## src/rtl/spi_adc_responder_pkg.sv

```systemverilog
// Shared constants and state type for the ADC128S022 SPI responder model.
package spi_adc_responder_pkg;

    localparam int FRAME_BITS      = 16;
    localparam int LEAD_ZEROS      = 4;
    localparam int ADDR_FIRST_RISE = 3;
    localparam int ADDR_LAST_RISE  = 5;
    localparam int NUM_CH          = 8;

    typedef enum logic [1:0] {
        ST_IDLE   = 2'd0,
        ST_ACTIVE = 2'd1,
        ST_TAIL   = 2'd2
    } resp_state_t;

endpackage

```

## src/rtl/spi_adc_responder_pin_sync.sv

```systemverilog
// Multi-stage pin synchronizer with rise/fall strobes taken from the last stage.
module spi_pin_sync #(
    parameter int   SYNC_STAGES = 2,
    parameter logic RESET_VAL   = 1'b0
) (
    input  logic clk,
    input  logic rst,
    input  logic pin,
    output logic level,
    output logic rise,
    output logic fall
);

    logic [SYNC_STAGES-1:0] stage_reg;
    logic                   prev_reg;

    always_ff @(posedge clk) begin
        if (!rst) begin
            stage_reg <= {SYNC_STAGES{RESET_VAL}};
            prev_reg  <= RESET_VAL;
        end else begin
            stage_reg <= {stage_reg[SYNC_STAGES-2:0], pin};
            prev_reg  <= stage_reg[SYNC_STAGES-1];
        end
    end

    assign level = stage_reg[SYNC_STAGES-1];
    assign rise  = stage_reg[SYNC_STAGES-1] & ~prev_reg;
    assign fall  = ~stage_reg[SYNC_STAGES-1] & prev_reg;

endmodule

```

## src/rtl/spi_adc_responder.sv

```systemverilog
// ADC128S022 responder: replies with chan_data of the address sent in the previous frame.
// Optional short-frame checker built when SPI_ADC_RESP_PROTO_CHECK_EN is defined.
module spi_adc_responder
    import spi_adc_responder_pkg::*;
#(
    parameter int SYNC_STAGES = 2,
    parameter int DATA_BITS   = 12
) (
    input  logic                        clk,
    input  logic                        rst,
    input  logic                        spi_sck,
    input  logic                        spi_cs_n,
    input  logic                        spi_mosi,
    output logic                        spi_miso,
    input  logic [NUM_CH*DATA_BITS-1:0] chan_data,
    output logic                        frame_done,
    output logic [2:0]                  last_addr,
    output logic [4:0]                  frame_bits,
    output logic                        proto_err
);

    // Pin order: 0 = sck (idles low), 1 = cs_n (idles high), 2 = mosi.
    localparam logic [2:0] PIN_RST = 3'b010;

    logic [2:0] pin_vec;
    logic [2:0] level_vec;
    logic [2:0] rise_vec;
    logic [2:0] fall_vec;

    assign pin_vec = {spi_mosi, spi_cs_n, spi_sck};

    for (genvar gi = 0; gi < 3; gi++) begin : g_sync
        spi_pin_sync #(
            .SYNC_STAGES(SYNC_STAGES),
            .RESET_VAL  (PIN_RST[gi])
        ) u_sync (
            .clk  (clk),
            .rst  (rst),
            .pin  (pin_vec[gi]),
            .level(level_vec[gi]),
            .rise (rise_vec[gi]),
            .fall (fall_vec[gi])
        );
    end

    logic sck_rise, sck_fall, cs_rise, cs_fall, mosi_level;
    assign sck_rise   = rise_vec[0];
    assign sck_fall   = fall_vec[0];
    assign cs_rise    = rise_vec[1];
    assign cs_fall    = fall_vec[1];
    assign mosi_level = level_vec[2];

    logic unused_pin_bits;
    assign unused_pin_bits = ^{rise_vec[2], fall_vec[2], level_vec[1:0]};

    resp_state_t           state_reg;
    logic [FRAME_BITS-1:0] shift_reg;
    logic [FRAME_BITS-1:0] snapshot;
    logic [4:0]            cnt_reg;
    logic [4:0]            cnt_next;
    logic [2:0]            frame_addr_reg;
    logic [2:0]            pending_addr_reg;
    logic [2:0]            last_addr_reg;
    logic [4:0]            frame_bits_reg;
    logic                  frame_done_reg;
    logic                  miso_reg;

    assign snapshot = FRAME_BITS'(chan_data[pending_addr_reg*DATA_BITS +: DATA_BITS]);
    assign cnt_next = (cnt_reg == 5'd31) ? cnt_reg : cnt_reg + 5'd1;

    always_ff @(posedge clk) begin
        if (!rst) begin
            state_reg        <= ST_IDLE;
            shift_reg        <= '0;
            cnt_reg          <= '0;
            frame_addr_reg   <= '0;
            pending_addr_reg <= '0;
            last_addr_reg    <= '0;
            frame_bits_reg   <= '0;
            frame_done_reg   <= 1'b0;
            miso_reg         <= 1'b0;
        end else begin
            frame_done_reg <= 1'b0;
            case (state_reg)
                ST_IDLE: begin
                    miso_reg <= 1'b0;
                    if (cs_fall) begin
                        shift_reg      <= snapshot;
                        miso_reg       <= snapshot[FRAME_BITS-1];
                        cnt_reg        <= '0;
                        frame_addr_reg <= '0;
                        state_reg      <= ST_ACTIVE;
                    end
                end
                ST_ACTIVE, ST_TAIL: begin
                    // A cs_n edge swallows any sck edge arriving in the same clock.
                    if (cs_rise) begin
                        frame_done_reg <= 1'b1;
                        frame_bits_reg <= cnt_reg;
                        miso_reg       <= 1'b0;
                        state_reg      <= ST_IDLE;
                        if (cnt_reg >= 5'(ADDR_LAST_RISE)) begin
                            pending_addr_reg <= frame_addr_reg;
                            last_addr_reg    <= frame_addr_reg;
                        end
                    end else if (sck_rise) begin
                        cnt_reg <= cnt_next;
                        if (cnt_next == 5'(ADDR_FIRST_RISE))
                            frame_addr_reg[2] <= mosi_level;
                        if (cnt_next == 5'(ADDR_FIRST_RISE + 1))
                            frame_addr_reg[1] <= mosi_level;
                        if (cnt_next == 5'(ADDR_LAST_RISE))
                            frame_addr_reg[0] <= mosi_level;
                        if (state_reg == ST_ACTIVE && cnt_next == 5'(FRAME_BITS))
                            state_reg <= ST_TAIL;
                    end else if (sck_fall) begin
                        if (state_reg == ST_ACTIVE) begin
                            shift_reg <= shift_reg << 1;
                            miso_reg  <= shift_reg[FRAME_BITS-2];
                        end else begin
                            miso_reg <= 1'b0;
                        end
                    end
                end
                default: state_reg <= ST_IDLE;
            endcase
        end
    end

`ifdef SPI_ADC_RESP_PROTO_CHECK_EN
    logic proto_err_reg;
    always_ff @(posedge clk) begin
        if (!rst)
            proto_err_reg <= 1'b0;
        else if (cs_rise && state_reg != ST_IDLE && cnt_reg < 5'(FRAME_BITS))
            proto_err_reg <= 1'b1;
    end
    assign proto_err = proto_err_reg;
`else
    assign proto_err = 1'b0;
`endif

    assign spi_miso   = miso_reg;
    assign frame_done = frame_done_reg;
    assign last_addr  = last_addr_reg;
    assign frame_bits = frame_bits_reg;

endmodule

```

## config.mk

```make
export PLATFORM = sky130hd
export DESIGN_NAME = spi_adc_responder
export DESIGN_NICKNAME = d
export VERILOG_FILES = /design/src/rtl/spi_adc_responder_pkg.sv /design/src/rtl/spi_adc_responder_pin_sync.sv /design/src/rtl/spi_adc_responder.sv
export SDC_FILE = /design/constraint.sdc
export NUM_CORES = 1
export LEC_CHECK = 0
export BUFFER_PORTS_ARGS = -buffer_cell sky130_fd_sc_hd__buf_4
export CORE_ASPECT_RATIO = 2
export CORE_MARGIN = 2
export CORE_UTILIZATION = 44
export DETAILED_ROUTE_END_ITERATION = 10
export PLACE_DENSITY = 0.77
export SLEW_MARGIN = 20
export SYNTH_ARGS = -nofsm -noshare
export SYNTH_HDL_FRONTEND = slang
export SYNTH_HIERARCHICAL = 1
export SYNTH_SLANG_ARGS = --single-unit
```

## constraint.sdc

```tcl
create_clock -name clk -period 2.05 [get_ports clk]
set_clock_uncertainty 0.1 [all_clocks]
set_input_delay 0.41 -clock clk [delete_from_list [all_inputs] [get_ports clk]]
set_output_delay 0.41 -clock clk [all_outputs]
set_load 0.05 [all_outputs]
```

; ---- After elaboration in Yosys (flattened, before gate mapping)
; Index checks and enable logic that the tools add are counted.
[op_classes]
addsub = 1
n_mul = 1
n_div = 0
magnitude_cmp = 1
eq_ne = 20
n_shift = 1
n_mux = 29
bitwise_logic = 8
n_reduce_logical = 14
[ops]
columns = operator, n
row1 = variable part select 96 x 8 -> 12 bit, 1
row2 = two-way mux 15 bit, 5
row3 = case mux 15 bit (2 select lines), 1
row4 = two-way mux 5 bit, 4
row5 = AND reduction 5 bit, 3
row6 = != test 2 bit (second input constant), 7
row7 = == test 5 x 3 -> 1 bit (second input constant), 2
row8 = == test 5 bit (second input constant), 2
row9 = case mux 5 bit (2 select lines), 1
row10 = two-way mux 3 bit, 3
row11 = AND reduction 3 bit, 3
row12 = two-way mux 1 bit, 8
row13 = two-way mux 2 bit, 4
row14 = != test 3 x 2 -> 1 bit (second input constant), 2
row15 = != test 3 bit (second input constant), 2
row16 = case mux 3 bit (2 select lines), 1
row17 = AND reduction 6 bit, 1
row18 = adder 5 x 1 -> 5 bit (second input constant), 1
row19 = == test 5 x 2 -> 1 bit (second input constant), 1
row20 = greater-or-equal comparator 5 x 3 -> 1 bit (second input constant), 1
row21 = multiplier 3 x 2 -> 5 bit (second input constant), 1
row22 = bitwise AND 1 bit, 4
row23 = != test 2 x 1 -> 1 bit (second input constant), 2
row24 = NOT 1 bit, 4
row25 = 10 further kinds, 11
[word_totals]
ff_bits = 43
latchBits = 0
mem_bits_rw = 0
rom_bits = 0
in_bits = 101
out_inout_bits = 11
elab_cells = 90
n_memories = 0

; ---- Depth between registers and ports, before layout
[depth]
ltp_word = 8
mapped_depth = 8
depth_no_buf = 7

; ---- Hierarchy
; Netlist, hierarchy kept.
[modules_own_cells]
columns = module, instances, cells_each, area_per_inst_um2, seq_area_each_um2
row1 = spi_adc_responder, 1, 263, 2501.1, 700.7
row2 = spi_pin_sync, 3, 8, 91.3, 60.1

; ---- Worst setup path before layout
; OpenSTA, ideal clock, no wires.
[synth_timing]
kind = register to register
from = reg, netlist name last_addr[0]
to = reg shift_reg[10]
setup_time_ns = 0.122
t_arrival_ns = 1.917
required_ns = 1.828
slack_ns = -0.089
path_stages_with_launch = 8
n_path_buf = 2
synth_period_minus_slack_ns = 2.139
cell_sequence = dfxtp_1 > buf_4 > buf_6 > mux4_2 > mux2i_1 > nor2_1 > a21oi_1 > o22ai_1
[synth_rtl]
columns = element, line
row1 = to (signal assigned), spi_adc_responder.sv:88  ; shift_reg <= snapshot;
row2 = to (signal assigned), spi_adc_responder.sv:118  ; shift_reg <= shift_reg << 1;
row3 = to (decl), spi_adc_responder.sv:57  ; logic [FRAME_BITS-1:0] shift_reg;

; ---- Worst setup path in the final report
[layout_timing]
from = reg state_reg[0]
to = reg shift_reg[13]
[layout_via]
elab_chain_len = 4
word_cells_on_any_way = 12
classes_between = 7 x eq/ne / 1 x mux / 4 x reduce/logical
[layout_lines]
columns = element, line
row1 = from (decl), spi_adc_responder.sv:56  ; resp_state_t state_reg;
row2 = from (signal assigned), spi_adc_responder.sv:73  ; state_reg <= ST_IDLE;
row3 = from (signal assigned), spi_adc_responder.sv:92  ; state_reg <= ST_ACTIVE;
row4 = from (signal assigned), spi_adc_responder.sv:101  ; state_reg <= ST_IDLE;
row5 = == test 2 x 1 -> 1 bit / == test 2 bit (equally long branches), "spi_adc_responder.sv:84, spi_adc_responder.sv:117"
row6 = OR reduction 2 bit, spi_adc_responder.sv:84  ; case (state_reg)
row7 = "!= test 2 bit (no source line), or another cell as far along", --
row8 = AND reduction 6 bit (no source line), --
; Several ways; a longest one is shown, not always the timed one.
; A chain may end at the register's enable or synchronous reset.

==> impl_metrics.yaml <==
detailed_routing:
  viasPerCell: 5.69
  wl_met2_um: 4410
  routed_wl_um: 7530
  first_pass_iters: 6
  route.vias.total: 2624
  drt_iter0_drc: 38
  postRouteAntennaNets: 0
  wire_per_inst_um: 16.3
  drc: 0
  highest_layer: "met4"
  wl_met3_um: 414
  drt-met1-wl_um: 2390
pwr:
  ir_drop_mv: 0.475
  clkPwrFrac_pct: 35.8
  switching_share_pct: 28.1
  finalPower_uw: 2610
  p_comb_share_pct: 28.2
  p_sw_uw: 734
  intPower_uw: 1880
  power_density_nw_per_um2: 670
  power.leakage_uw: 0.00158
  p_seq_share_pct: 36.0
worst_setup_path:
  worstPathRequired_ns: 2.13
  crit_cells: 8
  worstSetupPathType: "reg -> reg"
  max_stage_delay_ns: 0.37
  worstPathArrival_ns: 2.06
  cpMostUsedCell: "buf_4"
  start_kind: "register"
  cp-end-kind: "register"
  path_buf_inv: 3
  crit_fanout: 14
  reg2reg_depth: 8
  cp_cell_sequence: "inv_1 -> ha_1 -> buf_4 -> nand2b_1 -> a21oi_4 -> buf_4 -> mux2i_1 -> nor2_1"
  crit_family: "buffers and inverters"
  slowest_stage: "dfxtp_2"
layout:
  largest_reg_flops: 15
  layout_common_cells: "buf_4 (128), dfxtp_1 (39), nand2_1 (28)"
  final_common_cell: "buf_4"
  drive_above_1_share_pct: 44.5
  nets: 503
  syn_to_final_growth_pct: 42.7
  stdcell_count: 461
  diodes: 0
floorplanning:
  start_util_pct: 45.6
  dieArea_sq_um: 6900
  die-height_um: 116
  die_w_um: 59.8
  coreArea_sq_um: 6010
  pin_count: 112
  core.rowCount: 40
clock_tree:
  cts_tree: "done"
  clkSinkCount: 43
  cts_max_level: 2
  clkLatencyLatePin_ns: 0.29
  clk_pin_slew_worst_paths_ns: 0.06
  cts_buffers: 5
  clock_path_buffers: 2
  cts-root-buf: "clkbuf_16"
timing:
  holdWs_ns: 0.220
  hold_viol: 0
  setup-violations-final: 0
  setup-tns-final_ns: 0
  post-route-period-util_pct: 96.6
  fin_crit_ns: 1.98
  max_freq_mhz: 505
  drv_slew: 0
grt:
  grt_max_degree: 27
  grtUsageTotal_pct: 22.9
  grt_pass1_vias: 2696
  antenna_found_initial: 0
  grt_remaining_overflow: 0
  grt_pass1_wl_um: 11900
yosys:
  synth_nets: 389
  yosysWarnings: 6
  syn_area_sq_um: 2740
  synthCells: 283
  avgSynthCellArea_sq_um: 9.67
status:
  outcome: "complete, no violations"
worst_hold_path:
  min_path_cells: 2
  hold_path_class: "in -> reg"
flow_run:
  cap_violations: 0
place:
  gp_congestion: 0.818
  io_buffer_count: 110
  dp.final_hpwl_um: 6050
  placedCellCount: 452
## layout make-up
| type | instances | area, sq um |
|---|---|---|
| clock buffer | 6 | 139 |
| clock inverter | 2 | 35.0 |
| fill | 475 | 2100 |
| inverter | 5 | 18.8 |
| multi-input combinational | 210 | 1740 |
| sequential | 43 | 866 |
| tap | 63 | 78.8 |
| timing repair buffer | 132 | 1030 |
## metrics by stage
step	setup WS, ns	util (%)	cell area (sq um)
final	0.0689	65.0	3910
after global placement	0.0864	61.6	3700
after detailed placement	-0.00210	61.6	3700
after floorplan	0.0614	-	2740
after global routing	-0.0267	65.0	3910
after CTS	0.0495	64.5	3870
## worst register-to-register path, stage by stage, from the launching register on
cell	delay, ns
dfxtp_2	0.37
inv_1	0.06
ha_1	0.31
buf_4	0.20
nand2b_1	0.19
a21oi_4	0.25
buf_4	0.16
mux2i_1	0.18
nor2_1	0.06
## worst paths after layout
kind,start,slack (ns),end
setup reg to reg,state_reg[0],0.07,shift_reg[13]
hold / removal,spi_mosi,0.22,g_sync[2].u_sync/stage_reg[0]
setup / recovery,state_reg[0],0.07,shift_reg[13]
hold reg to reg,g_sync[1].u_sync/stage_reg[0],0.30,g_sync[1].u_sync/stage_reg[1]
## power by group through the flow
stage / Combinational (uW) / Clock (uW) / Sequential [uW]
2_1_floorplan: 426 / 0 / 944
3_3_place_gp: 671 / 0 / 950
3_5_place_dp: 693 / 0 / 954
4_1_cts: 701 / 947 / 937
5_1_grt: 805 / 983 / 947
6_report: 738 / 936 / 941
## metal layers
layer / vias to the layer above / track usage (%)
met2: 110 / 43.8
met4: 0 / 11.6
li1: 1260 / -
met5: - / 0
met1: 1229 / 21.6
met3: 25 / 4.58
## repair_timing
action | CTS | global route
pin swaps | 0 | 3
hold buffers | 0 | 0
resized for setup | 1 | 7
setup buffers | 0 | 1
endpoints found under the setup margin | 8 | 17
Note: power is estimated with default switching activity, not from simulation.
